`config.mk`:
```
export PLATFORM = sky130hd
export DESIGN_NAME = dmem_arbiter
export DESIGN_NICKNAME = d
export VERILOG_FILES = /design/src/rtl/dmem_arbiter.sv
export SDC_FILE = /design/constraint.sdc
export NUM_CORES = 1
export LEC_CHECK = 0
export BUFFER_PORTS_ARGS = -buffer_cell sky130_fd_sc_hd__buf_2
export CORE_ASPECT_RATIO = 0.6
export CORE_MARGIN = 8
export CORE_UTILIZATION = 38
export CTS_BUF_LIST = sky130_fd_sc_hd__clkbuf_2
export DETAILED_ROUTE_END_ITERATION = 10
export PLACE_DENSITY_LB_ADDON = 0.25
export RECOVER_POWER = 50
export SYNTH_ARGS = -nofsm -noshare
export SYNTH_HDL_FRONTEND = slang
export SYNTH_SLANG_ARGS = --single-unit
```
`constraint.sdc`:
```
create_clock -name i_clock -period 1.4 [get_ports i_clock]
set_clock_uncertainty 0.05 [all_clocks]
set_input_delay 0.07 -clock i_clock [delete_from_list [all_inputs] [get_ports i_clock]]
set_output_delay 0.07 -clock i_clock [all_outputs]
set_load 0.01 [all_outputs]
```
`src/rtl/dmem_arbiter.sv`:
```
// Arbitrates the single-port data memory between the CPU memory stage (fixed priority)
// and one peripheral/DMA port, with a starvation-forced peripheral grant. Optional macro: DMEM_ARB_STATS_EN.
module dmem_arbiter #(
    parameter int ADDR_W       = 12,
    parameter int DATA_W       = 32,
    parameter int STARVE_LIMIT = 4
) (
    input  logic              i_clock,
    input  logic              i_reset,
    input  logic              i_cpu_req,
    input  logic              i_cpu_we,
    input  logic [ADDR_W-1:0] i_cpu_addr,
    input  logic [DATA_W-1:0] i_cpu_wdata,
    output logic [DATA_W-1:0] o_cpu_rdata,
    output logic              o_cpu_stall,
    input  logic              i_io_req,
    input  logic              i_io_we,
    input  logic [ADDR_W-1:0] i_io_addr,
    input  logic [DATA_W-1:0] i_io_wdata,
    output logic              o_io_gnt,
    output logic [DATA_W-1:0] o_io_rdata,
    output logic              o_io_rvalid,
    output logic [ADDR_W-1:0] o_mem_addr,
    output logic [DATA_W-1:0] o_mem_wdata,
    output logic              o_mem_wren,
    input  logic [DATA_W-1:0] i_mem_q
`ifdef DMEM_ARB_STATS_EN
    ,
    output logic [15:0]       o_stat_conflicts,
    output logic [15:0]       o_stat_forced
`endif
);

    localparam logic [3:0] LIMIT = 4'(STARVE_LIMIT);

    typedef enum logic {
        ST_IDLE,
        ST_RET
    } state_t;

    state_t            r_state;
    state_t            w_state_next;
    logic [3:0]        r_starve_cnt;
    logic [3:0]        w_starve_next;
    logic              r_io_rvalid;
    logic [DATA_W-1:0] r_io_rdata;
    logic              w_force;
    logic              w_grant_io;
    logic              w_grant_cpu;

    always_comb begin
        w_force     = i_io_req && (r_starve_cnt >= LIMIT);
        w_grant_io  = i_io_req && (!i_cpu_req || w_force);
        w_grant_cpu = i_cpu_req && !w_grant_io;

        o_mem_addr  = '0;
        o_mem_wdata = '0;
        o_mem_wren  = 1'b0;
        if (w_grant_io) begin
            o_mem_addr  = i_io_addr;
            o_mem_wdata = i_io_wdata;
            o_mem_wren  = i_io_we;
        end else if (w_grant_cpu) begin
            o_mem_addr  = i_cpu_addr;
            o_mem_wdata = i_cpu_wdata;
            o_mem_wren  = i_cpu_we;
        end

        o_cpu_stall = i_cpu_req && w_grant_io;
        o_io_gnt    = w_grant_io;
        o_cpu_rdata = i_mem_q;
    end

    // Count only while the peripheral keeps asking and keeps losing.
    always_comb begin
        w_starve_next = 4'd0;
        if (i_io_req && !w_grant_io) begin
            w_starve_next = (r_starve_cnt == 4'hF) ? r_starve_cnt : r_starve_cnt + 4'd1;
        end
    end

    // ST_RET marks the cycle in which mem_q carries a peripheral read result.
    always_comb begin
        w_state_next = ST_IDLE;
        case (r_state)
            ST_IDLE: if (w_grant_io && !i_io_we) w_state_next = ST_RET;
            ST_RET:  if (w_grant_io && !i_io_we) w_state_next = ST_RET;
            default: w_state_next = ST_IDLE;
        endcase
    end

    always_ff @(posedge i_clock) begin
        if (i_reset) begin
            r_state      <= ST_IDLE;
            r_starve_cnt <= 4'd0;
            r_io_rvalid  <= 1'b0;
            r_io_rdata   <= '0;
        end else begin
            r_state      <= w_state_next;
            r_starve_cnt <= w_starve_next;
            r_io_rvalid  <= (r_state == ST_RET);
            if (r_state == ST_RET) begin
                r_io_rdata <= i_mem_q;
            end
        end
    end

    assign o_io_rvalid = r_io_rvalid;
    assign o_io_rdata  = r_io_rdata;

`ifdef DMEM_ARB_STATS_EN
    logic [15:0] r_stat_conflicts;
    logic [15:0] r_stat_forced;

    always_ff @(posedge i_clock) begin
        if (i_reset) begin
            r_stat_conflicts <= 16'd0;
            r_stat_forced    <= 16'd0;
        end else begin
            if (i_cpu_req && i_io_req && (r_stat_conflicts != 16'hFFFF)) begin
                r_stat_conflicts <= r_stat_conflicts + 16'd1;
            end
            if (w_force && (r_stat_forced != 16'hFFFF)) begin
                r_stat_forced <= r_stat_forced + 16'd1;
            end
        end
    end

    assign o_stat_conflicts = r_stat_conflicts;
    assign o_stat_forced    = r_stat_forced;
`endif

endmodule

```
* Yosys cells after proc, flatten, opt, wreduce, memory -nomap -nowiden
Cells that the tools add are included.
** Operators by class
- Bitwise operators :: 1
- Muxes and demuxes :: 7
- Reduce and logical (&&, ||, !) cells :: 11
- Equal/unequal tests :: 1
- Magnitude comparators :: 1
- Add/sub/neg operators :: 1
** Operators with widths (count)
- 32-bit 2-to-1 mux :: 2
- 12-bit 2-to-1 mux :: 2
- 1-bit logical AND :: 6
- 4-bit by 1-bit adder with 4-bit output, second input constant :: 1
- 4-bit equality test, second input constant :: 1
- 4-bit by 3-bit >= comparator with 1-bit output, second input constant :: 1
- 1-bit zero test :: 3
- 1-bit 2-to-1 mux :: 3
- 2-bit OR reduction :: 1
- 1-bit logical OR :: 1
- 1-bit NOT :: 1
** Storage, ports and cells
- Input port bits :: 126
- Word-level logic and storage cells :: 26
- Output and inout bits :: 112
- Flip-flop bits (word level) :: 38

* Logic depth before layout (Yosys ltp)
- Depth in word-level cells :: 8
- Mapped depth :: 5

* Worst setup path before layout
No wires, ideal clock.
- Path type :: reg-to-output
- From :: reg r_starve_cnt[2]
- To :: out o_mem_wdata[22]
- Arrival :: 1043 ps
- Path slack :: 237 ps
- Cell stages (with the launch flop) :: 6
- Path through :: dfxtp_1 -> o21ai_1 -> and2_1 -> buf_6 -> buf_6 -> o21ai_1
** Between the ends
- Cells in the longest elaborated chain, start to end :: 8
** Ends and longest elaborated chain
- start, declared :: line 43 : logic [3:0] r_starve_cnt;
- start signal, assigned :: line 100 : r_starve_cnt <= w_starve_next;
- 4-bit by 3-bit >= comparator with 1-bit output * :: line 52 : w_force = i_io_req && (r_starve_cnt >= LIMIT);
- 1-bit logical AND * :: line 52
- 1-bit logical OR * :: line 53 : w_grant_io = i_io_req && (!i_cpu_req || w_force);
- 1-bit logical AND * :: line 53
- 1-bit zero test :: line 54 : w_grant_cpu = i_cpu_req && !w_grant_io;
- 1-bit logical AND :: line 54
- 32-bit 2-to-1 mux :: line 63 : end else if (w_grant_cpu) begin
- 32-bit 2-to-1 mux * :: line 59 : if (w_grant_io) begin
- end, declared :: line 24 : output logic [DATA_W-1:0] o_mem_wdata,
Mark *: on every way between the ends. The rest lies on a longest branch, timed or not.

* Worst setup path after layout
- From :: reg r_starve_cnt[2]
- To :: out o_mem_wdata[26]
Same word-level chain as after synthesis.

==> flow_metrics.py <==
metrics = {
    "clocking": {
        "cts_root_buffer": "clkbuf_2",
        "cts_tree": "yes",
        "clockBufferDepth": 2,
        "cts_buffers": 5,
        "clk_latency_ps": 370,
        "clk_pin_slew_worst_paths_ps": 180,
        "cts.sinks": 38,
        "htree_levels": 2,
    },
    "drt": {
        "dr.pass1.iters": 4,
        "drtIter0Drc": 134,
        "vias": 3140,
        "routedWlPerCell_um": 18.1,
        "routed_wl_mm": 11.8,
        "ant_nets": 0,
        "drc_errors": 0,
        "viasPerCell": 4.83,
    },
    "critical_path": {
        "critical_path_class": "register to output port",
        "startpoint": "r_starve_cnt[2]$_SDFFE_PP0P_",
        "end_kind": "output port",
        "path_max_fanout": 6,
        "arrival_ps": 1630,
        "crit_required_ps": 1280,
        "cp_top_family": "buffers and inverters",
        "slowest_stage": "dfxtp_2",
        "startpoint_type": "register",
        "cp_cell_sequence": "o21ai_4, and2_4, buf_6, clkbuf_16, o21ai_2, buf_2",
        "worst_path_largest_cell_delay_ps": 370,
        "path_buf_inv": 3,
        "r2r-start": "r_starve_cnt[3]$_SDFFE_PP0P_",
    },
    "placement": {
        "io_buffers": 237,
        "pre_cts_ws_ps": 21.8,
        "hpwlAfterDp_mm": 7.18,
        "dp_cells": 582,
        "gp_congestion": 0.753,
    },
    "sta": {
        "slew_headroom": 0.612,
        "fmax_mhz": 572,
        "worst-slew-pin-transition_ps": 583,
        "fin_crit_sh": 1.25,
        "fin_ws_ps": -349,
        "hold_viol": 0,
        "finalCriticalPeriod_ps": 1750,
        "setup_viol": 48,
        "rsz0062_at_grt": "true",
        "maxSlewViolCount": 0,
    },
    "global_route": {
        "overflow": 0,
        "grt_pass1_vias": 3174,
        "grt_max_degree": 49,
        "grt_pass1_wl_mm": 16.5,
        "antenna_found_initial": 0,
        "grt_util_all_layers": 0.217,
    },
    "floorplan": {
        "rows": 22,
        "die_area_mm2": 0.00937,
        "core-area_mm2": 0.00617,
        "die_x_um": 120,
        "chipHeight_um": 78.2,
        "io_pins": 238,
        "start_util": 0.398,
    },
    "synthesis": {
        "yosys.area_share.simple": 0.237,
        "postSynthCellCount": 315,
        "ys_types": 23,
        "yosys_warnings": 0,
        "yosysSeqAreaShare": 0.310,
        "syn_nets": 442,
        "synth_xor_xnor_area_share": 0.00357,
        "synth_seq_cells": 38,
        "synthAdderAreaFrac": 0.00510,
        "syn_avg_cell_area_um2": 7.79,
        "synth_area_mm2": 0.00245,
        "synth_compound_area_frac": 0.140,
        "synth_top_family_by_area": "simple AND/OR/NAND/NOR gates",
        "synthMuxAreaShare": 0.135,
    },
    "cells_and_area": {
        "post_route_cells_drive_above_1_share": 0.560,
        "fin_cells": 650,
        "layout_commonest_cell": "buf_2",
        "finalNetCount": 692,
        "final_util": 0.719,
        "final_cell_mix": "buf_2, nand2_1, o21ai_2",
        "synthToLayoutAreaGrowth_pct": 80.7,
        "diodes": 0,
    },
    "pwr": {
        "p_int_mw": 1.82,
        "swShare": 0.348,
        "power_density_mw_per_mm2": 629,
        "pwr-share-seq": 0.404,
        "switchingPower_mw": 0.971,
        "ir_worst_vdd_v": 0.000317,
        "power_mw": 2.79,
        "clock_power_share": 0.173,
        "combPwrFrac": 0.423,
        "p_leak_nw": 2.18,
    },
    "min_path": {
        "hold_class": "input port to register",
        "holdCritStartpoint": "i_cpu_req",
    },
    "run_status": {
        "outcome": "complete, but fails checks",
        "violations": "negative setup slack",
    },
    "job": {
        "maxCapViolations": 0,
    },
}
==> final cells by class <==
class	instances	area, µm²
multi-input cells	216	1500
inverters	1	3.75
well taps	84	105
repair buffers	303	2020
fillers	511	1730
clock inverters	3	16.3
flip-flops and latches	38	764
clock buffers	5	25.0
==> per-layer routing <==
layer  vias up  global-route usage  share of wire
met4         0              0.0669          0.016
met3        14              0.0757          0.097
met5         -                   0              0
met2       152               0.403           0.50
li1       1535                   -              -
met1      1439               0.227           0.39
==> sequential cells by signal, summed over array words and instances, names as in the netlist <==
register	flops
o_io_rdata	32
r_starve_cnt	4
o_io_rvalid	1
r_state	1
==> cells by family (layout without fill, tap and decap cells) <==
family / count (synthesis) / after routing
AO/OA/AOI/OAI: 46 / 46
other: 1 / 1
multiplexers: 33 / 33
XOR/XNOR: 1 / 1
flip-flops: 38 / 38
adder cells (fa/ha/maj): 1 / 1
AND/OR/NAND/NOR: 134 / 134
buffers and inverters: 61 / 312
==> tightest hold or removal path: stages <==
cell	delay [ps]
buf_2	120
buf_12	200
nand2_1	80
nor4_1	40
==> cells in the mapped netlist (all sizes together) <==
cell type	number	share of area
nor3	3	0.0082
conb	1	0.0015
buf	54	0.16
and2	2	0.0051
nand2	47	0.072
nand2b	1	0.0026
xnor2	1	0.0036
mux2i	33	0.13
dfxtp	38	0.31
nor4	1	0.0026
clkbuf	6	0.0092
nand3	46	0.094
o21ai	46	0.14
nor2	33	0.050
nor2b	1	0.0026
inv	1	0.0015
ha	1	0.0051
==> final timing paths <==
path	slack, ps	depth (start not counted)	to
max	-350	6	o_mem_wdata[26]
min	120	4	r_starve_cnt[2]$_SDFFE_PP0P_
max reg2reg	-30	7	r_state$_SDFF_PP0_
min reg2reg	460	2	o_io_rdata[15]$_SDFFE_PP0P_
==> power groups by stage <==
stage | Sequential [mW] | Combinational, mW | Clock (mW)
detailed placement | 1.15 | 0.847 | 0
global placement | 1.15 | 0.838 | 0
floorplan | 1.16 | 0.482 | 0
finish | 1.13 | 1.18 | 0.482
global route | 1.13 | 1.25 | 0.557
CTS | 1.13 | 1.10 | 0.505
==> through the flow <==
step           area, µm²  hold slack, ps  TNS, ps
3_5_place_dp        3460             220        0
4_1_cts             4320            78.7   -14530
6_report            4430             118   -14900
3_3_place_gp        3460             218        0
2_1_floorplan       2450            89.7        0
5_1_grt             4430            95.8   -19410
==> what timing repair did <==
action,in CTS,in global routing
pin swaps,24,29
buffers inserted,13,2
endpoints found under the hold margin,36,0
endpoints found under the setup margin,47,49
resized for setup,43,27
hold buffers,34,0
gates cloned,8,5
No activity file was read; power rests on OpenSTA's default activity.
